## config.mk

```make
export PLATFORM = sky130hd
export DESIGN_NAME = regfile_write_arbiter_flat
export DESIGN_NICKNAME = d
export VERILOG_FILES = /design/src/rtl/regfile_write_arbiter_pkg.sv /design/src/rtl/regfile_write_arbiter_if.sv /design/src/rtl/regfile_write_arbiter_wb_scoreboard.sv /design/src/rtl/regfile_write_arbiter.sv /design/src/flat_wrapper.sv
export SDC_FILE = /design/constraint.sdc
export NUM_CORES = 1
export LEC_CHECK = 0
export ABC_AREA = 1
export CORE_MARGIN = 1.5
export CORE_UTILIZATION = 43
export DETAILED_ROUTE_END_ITERATION = 8
export PLACE_DENSITY = 0.82
export SLEW_MARGIN = 20
export SYNTH_ARGS = -nofsm -noshare
export SYNTH_HDL_FRONTEND = slang
export SYNTH_SLANG_ARGS = --single-unit
```

## constraint.sdc

```tcl
create_clock -name clk -period 4.21 [get_ports clk]
set_input_delay 0.842 -clock clk [delete_from_list [all_inputs] [get_ports clk]]
set_output_delay 0.842 -clock clk [all_outputs]
set_load 0.005 [all_outputs]
```

## src/rtl/regfile_write_arbiter_pkg.sv

```systemverilog
`default_nettype none
// ============================================================================
// Module   : regarb_pkg
// Purpose  : Shared widths and the requester id for the writeback arbiter.
// Revision : 1.0 - initial release
// ============================================================================
package regarb_pkg;

  localparam int XLEN = 32;          // writeback data width
  localparam int AREG = 5;           // register address width
  localparam int NREG = 1 << AREG;   // architectural register count

  // Requester id; also the encoding of the round-robin priority pointer.
  typedef enum logic {
    REQ_ALU = 1'b0,
    REQ_LSU = 1'b1
  } req_id_t;

endpackage
`default_nettype wire

```

## src/rtl/regfile_write_arbiter_if.sv

```systemverilog
`default_nettype none
// ============================================================================
// Module   : regfile_write_arbiter_if
// Purpose  : Valid/ready writeback request bus for the ALU and LSU sources.
// Revision : 1.0 - initial release
// ============================================================================
interface regfile_write_arbiter_if;
  import regarb_pkg::*;

  logic            alu_valid;
  logic            alu_ready;
  logic [AREG-1:0] alu_addr;
  logic [XLEN-1:0] alu_data;

  logic            lsu_valid;
  logic            lsu_ready;
  logic [AREG-1:0] lsu_addr;
  logic [XLEN-1:0] lsu_data;

  // Requesters drive valid/addr/data and observe ready.
  modport master (
    output alu_valid, alu_addr, alu_data,
    input  alu_ready,
    output lsu_valid, lsu_addr, lsu_data,
    input  lsu_ready
  );

  // The arbiter consumes requests and returns ready.
  modport slave (
    input  alu_valid, alu_addr, alu_data,
    output alu_ready,
    input  lsu_valid, lsu_addr, lsu_data,
    output lsu_ready
  );

endinterface
`default_nettype wire

```

## src/rtl/regfile_write_arbiter_wb_scoreboard.sv

```systemverilog
`default_nettype none
// ============================================================================
// Module   : wb_scoreboard
// Purpose  : Busy bits for registers with loads in flight; set wins over
//            clear, x0 never busy, lookups see the registered vector only.
// Revision : 1.0 - initial release
// ============================================================================
module wb_scoreboard
  import regarb_pkg::*;
(
  input  logic            clk,
  input  logic            rst,
  input  logic            i_set,
  input  logic [AREG-1:0] i_set_addr,
  input  logic            i_clr,
  input  logic [AREG-1:0] i_clr_addr,
  input  logic [AREG-1:0] i_rs1_addr,
  input  logic [AREG-1:0] i_rs2_addr,
  output logic            o_rs1_busy,
  output logic            o_rs2_busy,
  output logic [NREG-1:0] o_busy
);

  logic [NREG-1:0] r_busy;
  logic [NREG-1:0] w_busy_next;

  // Apply clear first so a same-cycle set to the same register wins.
  always_comb begin
    w_busy_next = r_busy;
    if (i_clr) w_busy_next[i_clr_addr] = 1'b0;
    if (i_set) w_busy_next[i_set_addr] = 1'b1;
    w_busy_next[0] = 1'b0;
  end

  // Busy vector register.
  always_ff @(posedge clk or posedge rst) begin
    if (rst) r_busy <= '0;
    else     r_busy <= w_busy_next;
  end

  assign o_busy     = r_busy;
  assign o_rs1_busy = r_busy[i_rs1_addr];
  assign o_rs2_busy = r_busy[i_rs2_addr];

endmodule
`default_nettype wire

```

## src/rtl/regfile_write_arbiter.sv

```systemverilog
`default_nettype none
// ============================================================================
// Module   : regfile_write_arbiter
// Purpose  : Round-robin arbitration of ALU and LSU writebacks onto the single
//            register-file write port, with a load busy scoreboard.
//            Optional macro REGARB_RVFI_EN adds registered rvfi_* outputs.
// Revision : 1.0 - initial release
// ============================================================================
module regfile_write_arbiter
  import regarb_pkg::*;
(
  input  logic                    clk,
  input  logic                    rst,
  regfile_write_arbiter_if.slave  wb_if,
  input  logic                    i_ld_issue,
  input  logic [AREG-1:0]         i_ld_issue_addr,
  input  logic [AREG-1:0]         i_rs1_addr,
  input  logic [AREG-1:0]         i_rs2_addr,
  output logic                    o_rs1_busy,
  output logic                    o_rs2_busy,
  output logic [NREG-1:0]         o_busy,
`ifdef REGARB_RVFI_EN
  output logic                    o_rvfi_valid,
  output logic [AREG-1:0]         o_rvfi_rd_addr,
  output logic [XLEN-1:0]         o_rvfi_rd_wdata,
`endif
  output logic                    o_rf_write,
  output logic [AREG-1:0]         o_rf_rd_addr,
  output logic [XLEN-1:0]         o_rf_rd
);

  req_id_t         r_prio;
  logic            w_alu_ready;
  logic            w_lsu_ready;
  logic            w_contend;
  logic            w_accept;
  logic [AREG-1:0] w_sel_addr;
  logic [XLEN-1:0] w_sel_data;

  // Grant: a lone requester always wins; under contention prio decides.
  // Ready is forced low while reset is held so nothing is consumed.
  always_comb begin
    w_contend   = wb_if.alu_valid & wb_if.lsu_valid;
    w_alu_ready = !rst && wb_if.alu_valid && (!wb_if.lsu_valid || r_prio == REQ_ALU);
    w_lsu_ready = !rst && wb_if.lsu_valid && (!wb_if.alu_valid || r_prio == REQ_LSU);
    w_accept    = w_alu_ready | w_lsu_ready;
    w_sel_addr  = w_lsu_ready ? wb_if.lsu_addr : wb_if.alu_addr;
    w_sel_data  = w_lsu_ready ? wb_if.lsu_data : wb_if.alu_data;
  end

  assign wb_if.alu_ready = w_alu_ready;
  assign wb_if.lsu_ready = w_lsu_ready;

  // Priority pointer moves to the loser after every contested cycle.
  always_ff @(posedge clk or posedge rst) begin
    if (rst)            r_prio <= REQ_LSU;
    else if (w_contend) r_prio <= w_lsu_ready ? REQ_ALU : REQ_LSU;
  end

  // Registered write port; x0 updates addr/data but suppresses the strobe.
  always_ff @(posedge clk or posedge rst) begin
    if (rst) begin
      o_rf_write   <= 1'b0;
      o_rf_rd_addr <= '0;
      o_rf_rd      <= '0;
    end else begin
      o_rf_write <= w_accept && (w_sel_addr != '0);
      if (w_accept) begin
        o_rf_rd_addr <= w_sel_addr;
        o_rf_rd      <= w_sel_data;
      end
    end
  end

`ifdef REGARB_RVFI_EN
  // Retirement trace: every accepted request, x0 reported as zeros.
  always_ff @(posedge clk or posedge rst) begin
    if (rst) begin
      o_rvfi_valid    <= 1'b0;
      o_rvfi_rd_addr  <= '0;
      o_rvfi_rd_wdata <= '0;
    end else begin
      o_rvfi_valid    <= w_accept;
      o_rvfi_rd_addr  <= (w_accept && w_sel_addr != '0) ? w_sel_addr : '0;
      o_rvfi_rd_wdata <= (w_accept && w_sel_addr != '0) ? w_sel_data : '0;
    end
  end
`endif

  wb_scoreboard u_scoreboard (
    .clk        (clk),
    .rst        (rst),
    .i_set      (i_ld_issue),
    .i_set_addr (i_ld_issue_addr),
    .i_clr      (w_lsu_ready),
    .i_clr_addr (wb_if.lsu_addr),
    .i_rs1_addr (i_rs1_addr),
    .i_rs2_addr (i_rs2_addr),
    .o_rs1_busy (o_rs1_busy),
    .o_rs2_busy (o_rs2_busy),
    .o_busy     (o_busy)
  );

endmodule
`default_nettype wire
```

## src/flat_wrapper.sv

```systemverilog
// flat-port wrapper written by rule: the top's interface ports become plain ports
module regfile_write_arbiter_flat import regarb_pkg::*;
  (clk, rst, i_ld_issue, i_ld_issue_addr, i_rs1_addr, i_rs2_addr, o_rs1_busy, o_rs2_busy, o_busy, o_rf_write, o_rf_rd_addr, o_rf_rd, wb_if_alu_valid, wb_if_alu_addr, wb_if_alu_data, wb_if_alu_ready, wb_if_lsu_valid, wb_if_lsu_addr, wb_if_lsu_data, wb_if_lsu_ready);
  regfile_write_arbiter_if wb_if_i ();
  input  logic clk;
  input  logic rst;
  input  logic i_ld_issue;
  input  logic [AREG-1:0] i_ld_issue_addr;
  input  logic [AREG-1:0] i_rs1_addr;
  input  logic [AREG-1:0] i_rs2_addr;
  output logic o_rs1_busy;
  output logic o_rs2_busy;
  output logic [NREG-1:0] o_busy;
  output logic o_rf_write;
  output logic [AREG-1:0] o_rf_rd_addr;
  output logic [XLEN-1:0] o_rf_rd;
  input wire logic [$bits(wb_if_i.alu_valid)-1:0] wb_if_alu_valid;
  input wire logic [$bits(wb_if_i.alu_addr)-1:0] wb_if_alu_addr;
  input wire logic [$bits(wb_if_i.alu_data)-1:0] wb_if_alu_data;
  output wire logic [$bits(wb_if_i.alu_ready)-1:0] wb_if_alu_ready;
  input wire logic [$bits(wb_if_i.lsu_valid)-1:0] wb_if_lsu_valid;
  input wire logic [$bits(wb_if_i.lsu_addr)-1:0] wb_if_lsu_addr;
  input wire logic [$bits(wb_if_i.lsu_data)-1:0] wb_if_lsu_data;
  output wire logic [$bits(wb_if_i.lsu_ready)-1:0] wb_if_lsu_ready;
  assign wb_if_i.alu_valid = wb_if_alu_valid;
  assign wb_if_i.alu_addr = wb_if_alu_addr;
  assign wb_if_i.alu_data = wb_if_alu_data;
  assign wb_if_alu_ready = wb_if_i.alu_ready;
  assign wb_if_i.lsu_valid = wb_if_lsu_valid;
  assign wb_if_i.lsu_addr = wb_if_lsu_addr;
  assign wb_if_i.lsu_data = wb_if_lsu_data;
  assign wb_if_lsu_ready = wb_if_i.lsu_ready;
  regfile_write_arbiter u_core (.clk(clk), .rst(rst), .wb_if(wb_if_i), .i_ld_issue(i_ld_issue), .i_ld_issue_addr(i_ld_issue_addr), .i_rs1_addr(i_rs1_addr), .i_rs2_addr(i_rs2_addr), .o_rs1_busy(o_rs1_busy), .o_rs2_busy(o_rs2_busy), .o_busy(o_busy), .o_rf_write(o_rf_write), .o_rf_rd_addr(o_rf_rd_addr), .o_rf_rd(o_rf_rd));
endmodule
```

# == Word level (Yosys, flattened, before mapping) ==
# Index checks and enable logic that the tools add are counted.
# totals
ff_bits,70
in_bits,94
wordCells,43
# op_classes
n_lt_le_gt_ge,6
n_bitwise,6
n_reduce_logical,13
muxes,13
# ops
operator,n
$mux W32,3
$and A32 B32 Y32,1
$not A32 Y32,1
$or A32 B32 Y32,1
$lt A5 B6 Y1 const B,4
$bmux W1 S5,2
$demux W1 S5,2
$ge A5 B1 Y1 const B,2
$logic_and A1 B1 Y1,7
$mux W1,5
$mux W5,1
$reduce_bool A5 Y1,1
$logic_not A1 Y1,3
$logic_or A1 B1 Y1,2
$and A1 B1 Y1,1
$not A1 Y1,1
$or A1 B1 Y1,1

# == Depth between registers and ports, before layout ==
# Gate-level depths: netlist of run 1.
# logic_depth
depth_word,9
depth_mapped,11
depth_no_buf,9

# == By module ==
# Synthesis of run 1 repeated with hierarchy kept, for this count alone.
# hier_totals
hier_cells,515
hier_area_um2,3851.2
# modules_own_cells
module,cells_each,instances,area_each_um2
wb_scoreboard,286,1,1964.4
regfile_write_arbiter,229,1,1886.8

# == Least setup slack after synthesis of run 1 ==
# Ideal clock, no wire load.
# synth_timing
path_kind,in2out
start,input rst
end,output wb_if_alu_ready
slack_ns,0.658
path_stages,3
n_path_buf,0
arrival_ns,2.710
cell_sequence,inv_1 -> nand2_1 -> a21oi_1
# synth_between
elab_chain_len,3
# synth_rtl
item,line,rtl
from (decl),flat_wrapper.sv:6,input logic rst;
$logic_not A1 Y1,regfile_write_arbiter.sv:44,w_alu_ready = !rst && wb_if.alu_valid && (!wb_if.lsu_valid || r_prio == REQ_ALU);
$logic_and A1 B1 Y1 (2 in a row),regfile_write_arbiter.sv:44,
to (decl),flat_wrapper.sv:20,output wire logic [$bits(wb_if_i.alu_ready)-1:0] wb_if_alu_ready;
# No other way between the ends.

# == Worst setup path in the final report of run 1 ==
# layout_timing
start,input i_rs2_addr[1]
end,output o_rs2_busy
# layout_between
elab_chain_len,2
# layout_rtl
item,line,rtl
from (decl),flat_wrapper.sv:10,input logic [AREG-1:0] i_rs2_addr;
$bmux W1 S5,regfile_write_arbiter_wb_scoreboard.sv:43,assign o_rs2_busy = r_busy[i_rs2_addr];
$mux W1 (not written as such),regfile_write_arbiter_wb_scoreboard.sv:43,
to (decl),flat_wrapper.sv:12,output logic o_rs2_busy;
# No other way between the ends. The select of a mux whose other input is x is not followed.

==> results of run 1 <==
area by class of cell:
| class | count | area [sq um] | share of cell area |
|---|---|---|---|
| Clock buffer | 10 | 138 | 0.0239 |
| Clock inverter | 6 | 61.3 | 0.0106 |
| Inverter | 34 | 129 | 0.0224 |
| Multi-Input combinational cell | 388 | 1850 | 0.321 |
| Sequential cell | 70 | 1750 | 0.304 |
| Tap cell | 108 | 135 | 0.0234 |
| Timing Repair Buffer | 171 | 1700 | 0.295 |
path summary, 6_finish.rpt:
kind	start	endpoint	slack (ns)	depth (start not counted)
setup / recovery	i_rs2_addr[1]	o_rs2_busy	0.57	10
hold / removal	u_core.o_rf_rd_addr[4]$_DFFE_PP0P_	u_core.o_rf_rd_addr[4]$_DFFE_PP0P_	0.49	2
setup reg to reg	u_core.r_prio$_DFFE_PP1P_	u_core.u_scoreboard.o_busy[23]$_DFF_PP0_	2.03	8
hold reg to reg	u_core.o_rf_rd_addr[4]$_DFFE_PP0P_	u_core.o_rf_rd_addr[4]$_DFFE_PP0P_	0.49	2
max in group asynchronous	rst	u_core.o_rf_rd[20]$_DFFE_PP0P_	2.45	3
min in group asynchronous	rst	u_core.o_rf_rd_addr[0]$_DFFE_PP0P_	1.18	3
flip-flops by register name, summed over array words and instances, names as in the netlist:
name and cells:
u_core.o_rf_rd 32, u_core.o_rf_write 1, u_core.o_rf_rd_addr 5, u_core.u_scoreboard.o_busy 31, u_core.r_prio 1
synthesized netlist by cell type:
| master | count | area share |
|---|---|---|
| nand2_2 | 1 | 0.0016 |
| clkinv_2 | 1 | 0.0013 |
| a21oi_1 | 3 | 0.0039 |
| o21ai_2 | 16 | 0.036 |
| o21ai_0 | 59 | 0.076 |
| inv_2 | 3 | 0.0029 |
| inv_1 | 30 | 0.029 |
| a31oi_1 | 1 | 0.0016 |
| nand3_4 | 3 | 0.014 |
| dfrtp_1 | 69 | 0.44 |
| dfstp_2 | 1 | 0.0068 |
| nand2_1 | 140 | 0.14 |
| buf_2 | 16 | 0.021 |
| buf_12 | 1 | 0.0052 |
| o21ai_1 | 58 | 0.075 |
| nor2_4 | 1 | 0.0029 |
| nor2_1 | 36 | 0.035 |
| conb_1 | 1 | 0.00097 |
| buf_6 | 2 | 0.0058 |
| nand2_4 | 1 | 0.0029 |
| nand4_4 | 1 | 0.0055 |
| buf_4 | 3 | 0.0058 |
| nand3_1 | 67 | 0.086 |
| clkbuf_1 | 2 | 0.0019 |
layer usage:
metal / wire [um] / vias to the layer above
li1: - / 2039
met1: 4840 / 2019
met2: 6470 / 242
met3: 1360 / 38
met4: 353 / 0
met5: 0 / -
metrics by stage:
stage	worst slack, ns	utilization	instance area [sq um]	hold slack (ns)	power (mW)
6_report	0.574	0.661	5760	0.490	2.20
2_1_floorplan	0.658	-	3880	0.473	1.19
3_3_place_gp	0.631	0.638	5570	0.465	1.63
4_1_cts	0.589	0.661	5760	0.492	2.19
5_1_grt	0.448	0.661	5760	0.511	2.31
3_5_place_dp	0.597	0.638	5570	0.469	1.65
worst min-delay path, delay by kind of cell, from the launching register on:
kind | cells | cell delay (ns)
and+or+nand+nor | 2 | 0.10
DFF | 1 | 0.35
layout by cell type (no fill, tap or decap), drive strengths merged:
master         netlist  final
a21oi                3      3
a31oi                1      1
buf                 22      5
bufinv               0      1
clkbuf               2     10
clkdlybuf4s50        0    166
clkinv               1      5
clkinvlp             0      1
conb                 1      1
dfrtp               69     69
dfstp                1      1
inv                 33     33
nand2              142    142
nand3               70     70
nand4                1      1
nor2                37     37
o21ai              133    133
power groups by stage:
stage / clock (mW) / sequential, mW / combinational (mW)
after global routing: 0.576 / 0.948 / 0.783
after global placement: 0 / 0.935 / 0.696
after CTS: 0.549 / 0.928 / 0.718
after floorplan: 0 / 0.911 / 0.278
final: 0.555 / 0.932 / 0.716
after detailed placement: 0 / 0.938 / 0.713
kinds of logic (layout without fill, tap and decap cells):
kind of cell | count (synthesis) | count (layout) | synth area share
and+or+nand+nor | 250 | 250 | 0.283
AOI/OAI and AO/OA | 137 | 137 | 0.192
other | 1 | 1 | 0.000966
buffers and inverters | 58 | 221 | 0.0725
DFF | 70 | 70 | 0.451
==> metrics.md, run 1 <==
| Metric | Value |
|---|---|
| Routing usage on met3 | `0.0823` |
| P&R area growth vs syn | `48.4%` |
| Type of the worst setup path | `input port to primary output` |
| Sum Neg Setup Slack | `0 ns` |
| Die area | `9610 sq um` |
| 1st-iter DRT viols | `342` |
| Vias in the first global route | `4373` |
| Most used cell, CP | `nand2_1` |
| Cell variety after synth | `24` |
| Worst path required time | `3.37 ns` |
| Worst path arrival time | `2.79 ns` |
| Worst Path Buf+Inv | `3` |
| GRT Residual Overflow | `0` |
| DRT Pass-1 Iters | `5` |
| Largest net degree at the start of global routing | `71` |
| Wire per inst | `16.6 um` |
| Final period utilization | `0.864` |
| I/O Buffers | `166` |
| Detailed Place HPWL | `9750 um` |
| Worst-Margin Slew | `0.864 ns` |
| Worst-skew pair later-pin latency | `0.36 ns` |
| Slew HR | `0.424` |
| Number of I/O pins | `168` |
| Leak Pwr | `2.50 nW` |
| Clk root buf | `clkbuf_8` |
| Inserted Diodes | `0` |
| Htree depth | `3` |
| CP top delay family | `buffers and inverters` |
| Cells after Synth | `516` |
| Net Switching | `0.707 mW` |
| Fillcell total | `727` |
| Met1 Use GR | `0.302` |
| CP Launch Type | `input port` |
| Fmax | `0.275 GHz` |
| Worst setup EP type | `primary output` |
| Hold buffer count at cts | `0` |
| CTS resizes | `0` |
| Placed Cells | `771` |
| Clock power frac | `0.252` |
| Clk_skew | `0.00845 ns` |
| TritonCTS clock tree | `yes` |
| Status | `finished clean` |
| Worst Path Max Fanout | `9` |
| Fin. Hold Viols | `0` |
| Die Wd | `98.0 um` |
| Sw frac | `0.321` |
| Tmin final | `3.64 ns` |
| Most Crowded Layer GR | `met2` |
| GPL Wtd Cong | `0.886` |
| Worst path cell trace | `clkdlybuf4s50_1 > inv_1 > nand3_1 > nand3_1 > nand2_1 > nand2_1 > nand2_1 > nand2_1 > nand2_1 > clkdlybuf4s50_1` |
| P_int | `1.50 mW` |
| Setup violators final | `0` |
| Avg Inst Size Synth | `7.53 sq um` |
| FF+latch count, synth | `70` |
| Sequential share of power | `0.423` |
| Clock Path Buffers | `2` |
| Final WL | `13000 um` |
| Row cnt | `34` |
| Vias | `4338` |
| Worst-path clk slew | `0.08 ns` |
| Via density | `5.51` |
| Gr usage total | `0.272` |
| Initial antenna violation count | `0` |
| Max-Cap Viols | `0` |
| Combinational share of power | `0.325` |
| Layout cells sized above 1 | `0.0751` |
| Core Area | `8720 sq um` |
| Sequential-to-total area share from yosys stat | `0.451` |
| Mapped Area | `3880 sq um` |
| Pins Over Slew Limit | `0` |
| Post-CTS Setup Bufs | `0` |
| Synth warn | `0` |
| PwrDens | `382 nW/um^2` |
| First-pass GRT wire length | `21000 um` |
| Crit-path slowest cell | `clkdlybuf4s50_1` |
| ANT nets after route | `0` |
| Die height | `98.0 um` |
| Layout Nets | `768` |
| Unrepaired setup endpoints after global routing | `false` |
| Num CTS Buffers | `9` |
| DRC Markers | `0` |
| Clock sinks | `70` |
| Critical Path Max Stage Delay | `0.68 ns` |
| Worst min-delay path category | `flip-flop to flip-flop` |
| Final cell count without fillers | `787` |
| M2 GR Usage | `0.471` |
| Max VDD drop | `0.204 mV` |
| Initial Utilization | `0.445` |
| Syn_nets | `610` |
Note: power is estimated with default switching activity, not from simulation.
==> inputs of run 2 (changes only) <==
--- a/config.mk
+++ b/config.mk
@@ -6,7 +6,6 @@
 export NUM_CORES = 1
 export LEC_CHECK = 0
 export ABC_AREA = 1
-export CORE_MARGIN = 1.5
 export CORE_UTILIZATION = 43
 export DETAILED_ROUTE_END_ITERATION = 8
 export PLACE_DENSITY = 0.82
==> metrics.md, run 2 (same netlist as run 1, synthesis figures left out) <==
| Metric | Value |
|---|---|
| Max-Cap Viols | `0 (unchanged)` |
| Detailed Place HPWL | `9640 um (-1.1%)` |
| Reg area | `1750 sq um (unchanged)` |
| TritonCTS clock tree | `yes` |
| GPL Wtd Cong | `0.900 (+1.6%)` |
| Vias in the first global route | `4414 (+0.94%)` |
| Clock sinks | `70 (unchanged)` |
| Fin. Hold Viols | `0 (unchanged)` |
| Post-CTS Setup Bufs | `0 (unchanged)` |
| Htree depth | `3 (unchanged)` |
| Wire per inst | `16.4 um (-1.2%)` |
| Post-DP Area | `5570 sq um (+0.13%)` |
| Worst-skew pair later-pin latency | `0.34 ns (-0.02 ns)` |
| Core Area | `8720 sq um (unchanged)` |
| Status | `finished clean` |
| 1st-iter DRT viols | `270 (-21%)` |
| Worst-Margin Slew | `0.663 ns (-0.201 ns)` |
| Worst min-delay path category | `flip-flop to flip-flop` |
| Setup violators final | `0 (unchanged)` |
| Fillcell total | `731 (+0.55%)` |
| Unrepaired setup endpoints after global routing | `false` |
| CTS resizes | `0 (unchanged)` |
| Number of I/O pins | `168 (unchanged)` |
| Final WL | `12900 um (-1.1%)` |
| Clk_skew | `0.00495 ns (-0.00349 ns)` |
| Pins Over Slew Limit | `0 (unchanged)` |
| Via density | `5.37 (-2.5%)` |
| Max VDD drop | `0.233 mV (+14%)` |
| P&R area growth vs syn | `49.9%` |
| Row cnt | `34 (unchanged)` |
| Most used cell, CP | `nand2_1` |
| Sum Neg Setup Slack | `0 ns (unchanged)` |
| Die height | `97.0 um (-1.0%)` |
| Fmax | `0.264 GHz (-3.8%)` |
| Largest net degree at the start of global routing | `44 (-38%)` |
| Clock Path Buffers | `2 (unchanged)` |
| Tmin final | `3.78 ns (+0.145 ns)` |
| Multi-input logic area | `1850 sq um (unchanged)` |
| Worst path cell trace | `clkdlybuf4s50_1 > inv_2 > nand2_1 > nand3_1 > nand3_1 > nand3_1 > nand2_1 > nand2_1 > nand2_1 > clkdlybuf4s50_1` |
| Fin area | `5820 sq um (+1.0%)` |
| Worst setup EP type | `primary output` |
| Initial antenna violation count | `0 (unchanged)` |
| Worst Path Max Fanout | `17 (+8)` |
| Most common cell after layout, fill and taps aside | `clkdlybuf4s50_1` |
| I/O Buffers | `166 (unchanged)` |
| Initial Utilization | `0.445 (unchanged)` |
| Hold buffer count at cts | `0 (unchanged)` |
| Hold WS | `0.484 ns (-0.00609 ns)` |
| Worst path required time | `3.37 ns (about the same)` |
| DRT Pass-1 Iters | `5 (unchanged)` |
| Vias | `4234 (-2.4%)` |
| Worst path arrival time | `2.94 ns (+0.15 ns)` |
| Die area | `9420 sq um (-2.0%)` |
| Critical Path Max Stage Delay | `0.84 ns (+0.16 ns)` |
| GRT Residual Overflow | `0 (unchanged)` |
| First-pass GRT wire length | `21100 um (+0.59%)` |
| Num CTS Buffers | `9 (unchanged)` |
| Gr usage total | `0.279 (+0.00621)` |
| Largest reg by FF count | `u_core.o_rf_rd` |
| ANT nets after route | `0 (unchanged)` |
| CP Launch Type | `input port` |
| Inserted Diodes | `0 (unchanged)` |
| Layout Nets | `769 (+0.13%)` |
| Die Wd | `97.0 um (-1.0%)` |
| Final period utilization | `0.898 (+0.0344)` |
| Slew HR | `0.557 (+0.133)` |
| Max reg flops | `32 (unchanged)` |
| Worst-path clk slew | `0.07 ns (about the same)` |
| Clk root buf | `clkbuf_8` |
| Crit-path slowest cell | `clkdlybuf4s50_1` |
| Commonest non-fill, non-tap cells in the layout | `clkdlybuf4s50_1 (166), nand2_1 (140), dfrtp_1 (69)` |
| Leak Pwr | `2.53 nW (+1.1%)` |
| DRC Markers | `0 (unchanged)` |
| PwrDens | `398 nW/um^2 (+4.1%)` |
| Type of the worst setup path | `input port to primary output` |
| Layout cells sized above 1 | `0.0735 (-0.00158)` |
| Total power | `2.32 mW (+5.1%)` |
-- run 2: cell count changes in the layout (fill, tap and decap cells not counted), sizes merged --
cell / change
buf: +1
clkinv: -4
clkbuf: +3
clkinvlp: -1
bufinv: +2
-- run 2: area by class of cell --
type                            instances  area share
Clock buffer                           13      0.0273
Inverter                               34      0.0221
Tap cell                              108      0.0232
Clock inverter                          3      0.0155
Multi-Input combinational cell        388       0.318
Sequential cell                        70       0.301
Timing Repair Buffer                  172       0.293
-- run 2: through the flow --
stage | std cells | util | setup WS (ns)
6_report | 788 | 0.668 | 0.429
5_1_grt | 788 | 0.668 | 0.180
4_1_cts | 788 | 0.668 | 0.438
3_5_place_dp | 772 | 0.639 | 0.447
3_3_place_gp | 772 | 0.639 | 0.465
2_1_floorplan | 516 | - | 0.658
-- run 2: worst max-delay path, delay by kind of cell --
family / cells / cell delay, ns
buffers and inverters: 3 / 1.57
and+or+nand+nor: 7 / 0.52
-- run 2: path summary, 6_finish.rpt --
kind	startpoint	end	slack, ns	depth (start not counted)
max	i_rs2_addr[0]	o_rs2_busy	0.43	10
min	u_core.o_rf_rd[10]$_DFFE_PP0P_	u_core.o_rf_rd[10]$_DFFE_PP0P_	0.48	2
max reg2reg	u_core.r_prio$_DFFE_PP1P_	u_core.u_scoreboard.o_busy[15]$_DFF_PP0_	1.98	8
min reg2reg	u_core.o_rf_rd[10]$_DFFE_PP0P_	u_core.o_rf_rd[10]$_DFFE_PP0P_	0.48	2
max in group asynchronous	rst	u_core.r_prio$_DFFE_PP1P_	2.80	3
min in group asynchronous	rst	u_core.o_rf_rd[18]$_DFFE_PP0P_	1.02	3
-- run 2: report_power, final --
part	leakage [nW]	total [mW]	internal [mW]	switching [mW]
sequential	0.839	0.930	0.801	0.129
clock	0.124	0.668	0.427	0.242
combinational	1.57	0.718	0.408	0.310
-- run 2: metal layers --
layer,vias to the layer above,part of all wire,wire (um),GRT usage
li1,2033,-,-,-
met5,-,0,0,0
met3,27,0.088,1130,0.0809
met2,203,0.50,6460,0.481
met4,0,0.025,323,0.118
met1,1971,0.39,4970,0.321
